<file path="src/rtl/wieg_regelaar.sv">
// wieg_regelaar: closed-loop cradle rocking controller.
// Steps the motor intensity up while the stress evaluator reports rising stress,
// down while it reports falling stress, winds the motor down once level 0 calms
// the baby, and latches an alarm when stress keeps rising at maximum intensity.
// One verdict is taken per evaluation window of WACHT slow ticks.
module wieg_regelaar #(
    parameter int NIVEAUS      = 8,
    parameter int START_NIVEAU = 2,
    parameter int WACHT        = 16,
    parameter int MAX_POGINGEN = 4
) (
    input  logic                       clk,
    input  logic                       reset,
    input  logic                       slow,
    input  logic                       start,
    input  logic                       stop,
    input  logic                       gedaald,
    input  logic                       gelijk,
    output logic [$clog2(NIVEAUS)-1:0] niveau,
    output logic                       motor_aan,
    output logic                       venster_einde,
    output logic                       alarm,
    output logic [2:0]                 toestand
);

    localparam int NW = $clog2(NIVEAUS);
    localparam int TW = $clog2(WACHT);
    localparam int PW = $clog2(MAX_POGINGEN + 1);

    localparam logic [NW-1:0] NIVEAU_MAX    = NW'(NIVEAUS - 1);
    localparam logic [NW-1:0] NIVEAU_START  = NW'(START_NIVEAU);
    localparam logic [TW-1:0] TELLER_LAATST = TW'(WACHT - 1);
    localparam logic [PW-1:0] POGING_LAATST = PW'(MAX_POGINGEN - 1);

    typedef enum logic [2:0] {
        RUST     = 3'd0,
        WIEGEN   = 3'd1,
        EVALUEER = 3'd2,
        AFBOUW   = 3'd3,
        ALARM    = 3'd4
    } state_t;

    state_t        state_q, state_d;
    logic [NW-1:0] niveau_q, niveau_d;
    logic [TW-1:0] teller_q, teller_d;
    logic [PW-1:0] poging_q, poging_d;
    logic          motor_aan_q, motor_aan_d;
    logic          venster_einde_q, venster_einde_d;
    logic          alarm_q, alarm_d;

    // Window is complete on the slow tick that finds the counter at its last value.
    logic venster_vol;
    assign venster_vol = slow && (teller_q == TELLER_LAATST);

    // State and output registers; reset acts immediately, also mid-session.
    always_ff @(posedge clk or negedge reset) begin
        if (!reset) begin
            state_q         <= RUST;
            niveau_q        <= '0;
            teller_q        <= '0;
            poging_q        <= '0;
            motor_aan_q     <= 1'b0;
            venster_einde_q <= 1'b0;
            alarm_q         <= 1'b0;
        end else begin
            state_q         <= state_d;
            niveau_q        <= niveau_d;
            teller_q        <= teller_d;
            poging_q        <= poging_d;
            motor_aan_q     <= motor_aan_d;
            venster_einde_q <= venster_einde_d;
            alarm_q         <= alarm_d;
        end
    end

    // Next-state, level and counter decisions; stop overrides everything.
    always_comb begin
        state_d  = state_q;
        niveau_d = niveau_q;
        teller_d = teller_q;
        poging_d = poging_q;

        if (stop) begin
            state_d  = RUST;
            niveau_d = '0;
            teller_d = '0;
            poging_d = '0;
        end else begin
            case (state_q)
                RUST: begin
                    niveau_d = '0;
                    teller_d = '0;
                    poging_d = '0;
                    if (start) begin
                        state_d  = WIEGEN;
                        niveau_d = NIVEAU_START;
                    end
                end

                WIEGEN: begin
                    if (venster_vol) begin
                        state_d  = EVALUEER;
                        teller_d = '0;
                    end else if (slow) begin
                        teller_d = teller_q + TW'(1);
                    end
                end

                EVALUEER: begin
                    state_d = WIEGEN;
                    if (gedaald) begin
                        // Calmer: step down, or wind down once already at the lowest level.
                        if (niveau_q != '0) begin
                            niveau_d = niveau_q - NW'(1);
                            poging_d = '0;
                        end else begin
                            state_d  = AFBOUW;
                            teller_d = '0;
                        end
                    end else if (gelijk) begin
                        // Unchanged stress: keep level and attempt count as they are.
                        state_d = WIEGEN;
                    end else if (niveau_q != NIVEAU_MAX) begin
                        niveau_d = niveau_q + NW'(1);
                        poging_d = '0;
                    end else if (poging_q == POGING_LAATST) begin
                        // Still rising at full intensity after the allowed attempts.
                        state_d  = ALARM;
                        niveau_d = '0;
                    end else begin
                        poging_d = poging_q + PW'(1);
                    end
                end

                AFBOUW: begin
                    niveau_d = '0;
                    if (venster_vol) begin
                        state_d  = RUST;
                        teller_d = '0;
                    end else if (slow) begin
                        teller_d = teller_q + TW'(1);
                    end
                end

                ALARM: begin
                    niveau_d = '0;
                end

                default: begin
                    state_d  = RUST;
                    niveau_d = '0;
                    teller_d = '0;
                    poging_d = '0;
                end
            endcase
        end
    end

    // Registered outputs follow the state being entered, so they change together with it.
    always_comb begin
        motor_aan_d     = (state_d == WIEGEN) || (state_d == EVALUEER) || (state_d == AFBOUW);
        venster_einde_d = (state_d == EVALUEER);
        alarm_d         = (state_d == ALARM);
    end

    assign niveau        = niveau_q;
    assign motor_aan     = motor_aan_q;
    assign venster_einde = venster_einde_q;
    assign alarm         = alarm_q;
    assign toestand      = state_q;

endmodule

</file>
<file path="config.mk">
export PLATFORM = sky130hd
export DESIGN_NAME = wieg_regelaar
export DESIGN_NICKNAME = d
export VERILOG_FILES = /design/src/rtl/wieg_regelaar.sv
export SDC_FILE = /design/constraint.sdc
export NUM_CORES = 1
export LEC_CHECK = 0
export CAP_MARGIN = 5
export CELL_PAD_IN_SITES_DETAIL_PLACEMENT = 1
export CELL_PAD_IN_SITES_GLOBAL_PLACEMENT = 1
export CORE_MARGIN = 2
export CORE_UTILIZATION = 36
export CTS_CLUSTER_DIAMETER = 200
export DETAILED_ROUTE_END_ITERATION = 8
export PLACE_DENSITY_LB_ADDON = 0.1
export SYNTH_ARGS = -nofsm -noshare
export SYNTH_HDL_FRONTEND = slang
export SYNTH_SLANG_ARGS = --single-unit
</file>
<file path="constraint.sdc">
create_clock -name clk -period 3.1 [get_ports clk]
set_input_delay 0.775 -clock clk [delete_from_list [all_inputs] [get_ports clk]]
set_output_delay 0.775 -clock clk [all_outputs]
set_load 0.01 [all_outputs]
</file>
==> results of run 1 <==
## worst register-to-register path: cells and delay by family (launching register included)
family,cells,cell delay [ns]
flip-flops,1,0.41
adder cells (fa/ha/maj),2,0.44
AO/OA/AOI/OAI,2,0.45
multiplexers,1,0.30
AND/OR/NAND/NOR,1,0.17
## registers in the layout (all words and copies together) (netlist names)
signal	count
motor_aan	1
niveau	3
alarm	1
toestand	3
poging_q	3
venster_einde	1
teller_q	4
## per-layer routing
metal  global-route usage  vias to the layer above  share of wire
li1                     -                      420              -
met1                0.207                      440           0.46
met2                0.294                       10           0.51
met3               0.0424                        2          0.028
met4               0.0365                        0         0.0037
met5                    0                        -              0
## Yosys cell counts (all sizes together) (2+ instances only)
master  instances
xnor2           2
buf             5
nand2           9
inv             8
nor3            3
ha              7
o32ai           2
nand2b          4
a32o            2
o21ai           6
a21boi          2
mux2            2
nand3b          2
a21oi           5
dfrtp          16
nor4b           3
nor2            4
nand3           3
o31ai           2
## layout by cell type, fill, tap and decap left out, types with 2 or more instances in the layout
master,instances
nand3b_1,2
nand3_1,3
clkdlybuf4s50_1,15
a32o_1,2
dfrtp_1,16
o32ai_1,2
o31ai_1,2
nor2_1,3
ha_1,7
clkbuf_4,3
nor3_1,3
o21ai_0,2
a21oi_1,5
nand2b_1,3
xnor2_1,2
inv_1,7
nand2_1,9
o21ai_1,4
buf_4,2
nor4b_1,2
## logic make-up (layout without fill, tap and decap cells)
| logic type | count (synthesis) | after routing | synth area share |
|---|---|---|---|
| simple gates | 37 | 37 | 0.224 |
| compound gates | 28 | 28 | 0.211 |
| flops | 16 | 16 | 0.380 |
| buf+inv | 13 | 29 | 0.0605 |
| fa+ha+maj | 7 | 7 | 0.0830 |
| xor+xnor | 2 | 2 | 0.0166 |
| mux | 2 | 2 | 0.0249 |
## area by class of cell
cell class                 instances  share of cell area
clock buffer                       4              0.0288
timing repair buffer              17               0.131
sequential                        16               0.317
multi-input combinational         76               0.468
tap                               31              0.0308
inverter                           8              0.0238
## where the power goes
part / total (mW) / internal [mW] / switching [mW]
clock: 0.139 / 0.0715 / 0.0677
combinational: 0.114 / 0.0555 / 0.0584
sequential: 0.226 / 0.216 / 0.0101
total: 0.479 / 0.343 / 0.136
## per-stage QoR
step / instances / hold WS (ns)
final: 152 / 0.494
after global routing: 152 / 0.522
after global placement: 148 / 0.470
after floorplan: 105 / 0.448
after detailed placement: 148 / 0.483
after CTS: 152 / 0.500
## worst paths after layout
path | start | end | slack (ns) | cells past startpoint
worst max-delay path | toestand[1]$_DFF_PN0_ | toestand[1] | 0.72 | 1
worst min-delay path | teller_q[3]$_DFFE_PN0P_ | teller_q[3]$_DFFE_PN0P_ | 0.49 | 1
worst max register to register | poging_q[0]$_DFFE_PN0P_ | niveau[0]$_DFFE_PN0P_ | 1.23 | 6
worst min register to register | teller_q[3]$_DFFE_PN0P_ | teller_q[3]$_DFFE_PN0P_ | 0.49 | 1
max in group asynchronous | reset | teller_q[2]$_DFFE_PN0P_ | 1.74 | 1
min in group asynchronous | reset | poging_q[2]$_DFFE_PN0P_ | 0.91 | 1
==> metrics.md, run 1 <==
| Metric | Value |
|---|---|
| Status | finished clean |
| Postcts setup bufs | 0 |
| Pwr dens | 380 nW/µm² |
| Synth top area share | 0.380 |
| Starting Density | 0.379 |
| Crit share post-route | 0.767 |
| Post-CTS sizing | 0 |
| Post-route cell area | 1260 µm² |
| Nets@finish | 136 |
| Die X | 58.1 µm |
| Maxcap violations | 0 |
| CTS Sinks | 16 |
| Largest net degree at the start of global routing | 18 |
| First-pass detailed-route iteration total | 4 |
| Clk pin slew, worst setup/hold paths | 0.10 ns |
| Syn Nets | 119 |
| Worst skew pair latency | 0.28 ns |
| Syn Inst Count | 105 |
| Filler cells | 330 |
| Detailed Route WL | 2.46 mm |
| Hold Vio Cnt, Final | 0 |
| Root Driver | clkbuf_4 |
| Rows | 19 |
| Area of the multi-input gates | 591 µm² |
| CP max FO | 14 |
| GP Congestion | 0.816 |
| CP startpoint kind | flop |
| Vias in the first global route | 907 |
| WS Path Type | reg2out |
| Global route overflow | 0 |
| Post-DRT Antenna Nets | 0 |
| Top cells by area, synth | dfrtp_1, ha_1, nand2_1, inv_1, a21oi_1 |
| Port bufs | 15 |
| Synthesis Warnings | 0 |
| Number of H-tree levels | 1 |
| Layout cells sized above 1 | 0.140 |
| RSZ-0062 raised after global routing | no |
| Core Util, Final | 0.453 |
| Place WS | 0.579 ns |
| ANT cells | 0 |
| Register bit count reported by yosys | 16 |
| Detailed-route via count | 872 |
| Core area | 2780 µm² |
| Final count of pins violating max slew | 0 |
| Setup-failing EPs final | 0 |
| Critical Path Sink Type | primary output |
| Synth Area per Inst | 10.0 µm² |
| First-pass GRT wire length | 4.27 mm |
| Max clock buf depth | 2 |
| Final TNS setup | 0 ns |
| Slew HR | 0.518 |
| Synth unique cells | 46 |
| CP Buf/Inv Count | 1 |
| Post-synthesis sequential area ratio | 0.380 |
| Final HPWL DP | 1.79 mm |
| Register area | 400 µm² |
| Min Tclk post-route | 2.38 ns |
| Clock skew | 0.000906 ns |
| Worst VDD drop | 0.340 mV |
| Area delta synth->final | 19.6% |
| Worst path slowest cell | dfrtp_1 |
| Critical path, cell by cell | clkdlybuf4s50_1 |
| Ports | 16 |
| Routed length per instance | 16.2 µm |
| Pwr Total | 479 µW |
| Area after DPL | 1220 µm² |
| CP max stage delay | 0.68 ns |
| Gr usage total | 0.167 |
| Critical Path RT | 2.32 ns |
| # DRC | 0 |
| 1st-iter DRT viols | 16 |
| Die area | 3380 µm² |
| Static leakage | 0.519 nW |
| Slew @ Worst Pin | 0.721 ns |
| Post-synth ARST share | 1.00 |
| Worst Hold Class | reg2reg |
| Syn Std Cell Area | 1050 µm² |
| Vias/cell | 5.74 |
| Top_reg_cell synth | dfrtp_1 |
| CTS tree | done |
| Fmax achieved | 420 MHz |
| Delay-heaviest family, CP | flip-flops |
| CTS Buf Count | 3 |
| Die height | 58.1 µm |
| Cell taking the most area after synthesis | dfrtp_1 |
| Worst EP arrival | 1.60 ns |
| Final worst slack | 0.722 ns |
| Initial antenna violation count | 0 |
| Post-synth EDFFs | 0 |
| Hold-fix buffers, CTS | 0 |
No activity file was read; power rests on OpenSTA's default activity.
==> inputs of run 2 (changes only) <==
- clock period: 3.1 -> 2.5 ns (I/O delays scaled with it)
==> run 2 against run 1 <==
  * Sequential cell count stayed put
  * Combinational power up 33%
  * Global-route usage up 0.78 points
  * Critical path depth is the same
  * Largest cell class unchanged
==> metrics.md, run 2 (synthesis gave the netlist of run 1 again) <==
| Metric | Value |
|---|---|
| Worst Hold Class | reg2reg |
| Maxcap violations | 0 |
| WS Path Type | reg2out |
| Worst EP arrival | 1.55 ns |
| Die area | 3380 µm² |
| Postcts setup bufs | 0 |
| Die X | 58.1 µm |
| Slew HR | 0.688 |
| # DRC | 0 |
| Worst path slowest cell | dfrtp_1 |
| ANT cells | 0 |
| Max clock buf depth | 2 |
| Largest Register | teller_q |
| Max layer used | met4 |
| Pwr dens | 465 nW/µm² |
| Rows | 19 |
| Post-DRT Antenna Nets | 0 |
| CTS Sinks | 16 |
| Area after DPL | 1250 µm² |
| First-pass GRT wire length | 4.49 mm |
| Fmax achieved | 459 MHz |
| Int Pwr | 430 µW |
| CP startpoint kind | flop |
| Static leakage | 0.540 nW |
| Core area | 2780 µm² |
| RSZ-0062 raised after global routing | no |
| Comb pwr share | 0.253 |
| Number of instances in the placed design | 152 |
| Seq pwr share | 0.459 |
| Number of flip-flops in the largest register | 4 |
| Met3 wire len | 84 µm |
| Delay-heaviest family, CP | flip-flops |
| Hold depth | 1 |
| R2R cell count | 6 |
| Starting Density | 0.379 |
| Most frequent cells in the layout | dfrtp_1, clkdlybuf4s50_1, nand2_1 |
| Routed length per instance | 16.3 µm |
| Met1 wire length | 1.15 mm |
| Worst VDD drop | 0.345 mV |
| WL met2 | 1.29 mm |
| Worst path depth | 1 |
| Critical Path Sink Type | primary output |
| GP Congestion | 0.809 |
| Detailed Route WL | 2.55 mm |
| Hold Vio Cnt, Final | 0 |
| Root Driver | clkbuf_4 |
| Detailed-route via count | 895 |
| Global route overflow | 0 |
| Status | finished clean |
| Final HPWL DP | 1.96 mm |
| Clock skew | 0.000636 ns |
| CP max FO | 12 |
| P_sw | 171 µW |
| CP Buf/Inv Count | 1 |
| Slew @ Worst Pin | 0.467 ns |
| Nets@finish | 140 |
| Number of H-tree levels | 1 |
| Die height | 58.1 µm |
| Vias in the first global route | 922 |
| Final count of pins violating max slew | 0 |
| Critical Path RT | 1.88 ns |
| Initial antenna violation count | 0 |
| Commonest non-fill, non-tap cell in the layout | dfrtp_1 |
| CP max stage delay | 0.64 ns |
| 1st-iter DRT viols | 19 |
| Largest net degree at the start of global routing | 17 |
| First-pass detailed-route iteration total | 4 |
| Gr usage total | 0.175 |
| Post-CTS sizing | 0 |
| Min Tclk post-route | 2.18 ns |
| Clk pin slew, worst setup/hold paths | 0.10 ns |
| Critical path, cell by cell | clkdlybuf4s50_1 |
| Crit share post-route | 0.871 |
| Area delta synth->final | 22.4% |
| Layout cells sized above 1 | 0.168 |
| Fin cells | 156 |
| Worst skew pair latency | 0.29 ns |
| Setup-failing EPs final | 0 |
| Min Hold Slack | 0.500 ns |
| Clock power frac | 0.288 |
| Vias/cell | 5.74 |
| Final TNS setup | 0 ns |
| Hold-fix buffers, CTS | 0 |
| Post-route cell area | 1290 µm² |
| Sw Share | 0.285 |
| Port bufs | 15 |
| Ports | 16 |
| CTS Buf Count | 3 |
| CTS tree | done |
## run 2: changes by cell type in the layout (fill, tap and decap cells not counted)
cell,previous run,this run
buf_4,2,6
## run 2: final timing paths
path	slack, ns	end	start
max	0.32	toestand[2]	toestand[2]$_DFF_PN0_
min	0.50	teller_q[3]$_DFFE_PN0P_	teller_q[3]$_DFFE_PN0P_
max reg2reg	0.63	niveau[0]$_DFFE_PN0P_	poging_q[0]$_DFFE_PN0P_
min reg2reg	0.50	teller_q[3]$_DFFE_PN0P_	teller_q[3]$_DFFE_PN0P_
max in group asynchronous	1.67	teller_q[0]$_DFFE_PN0P_	reset
min in group asynchronous	0.65	poging_q[2]$_DFFE_PN0P_	reset
## run 2: stage by stage
stage,total power [mW],utilization,setup WS [ns]
detailed placement,0.436,0.451,0.163
floorplan,0.374,-,0.737
finish,0.601,0.464,0.322
global placement,0.431,0.451,0.220
global route,0.641,0.464,0.243
CTS,0.612,0.464,0.303
## run 2: power by group through the flow
| stage | clock network (mW) | registers, mW | logic (mW) |
|---|---|---|---|
| 5_1_grt | 0.196 | 0.278 | 0.167 |
| 2_1_floorplan | 0 | 0.286 | 0.0881 |
| 3_5_place_dp | 0 | 0.281 | 0.154 |
| 3_3_place_gp | 0 | 0.281 | 0.150 |
| 4_1_cts | 0.180 | 0.277 | 0.155 |
| 6_report | 0.173 | 0.276 | 0.152 |
## run 2: cell type report
cell class,instances,area (µm²)
Sequential cell,16,400
Fill cell,324,1490
Timing Repair Buffer,21,195
Tap cell,31,38.8
Multi-Input combinational cell,76,591
Inverter,8,30.0
Clock buffer,4,36.3
## run 2: layer usage
metal  vias to the layer above  track usage
li1                        430            -
met1                       448        0.227
met2                        13        0.292
met3                         4       0.0469
met4                         0       0.0399
met5                         -            0
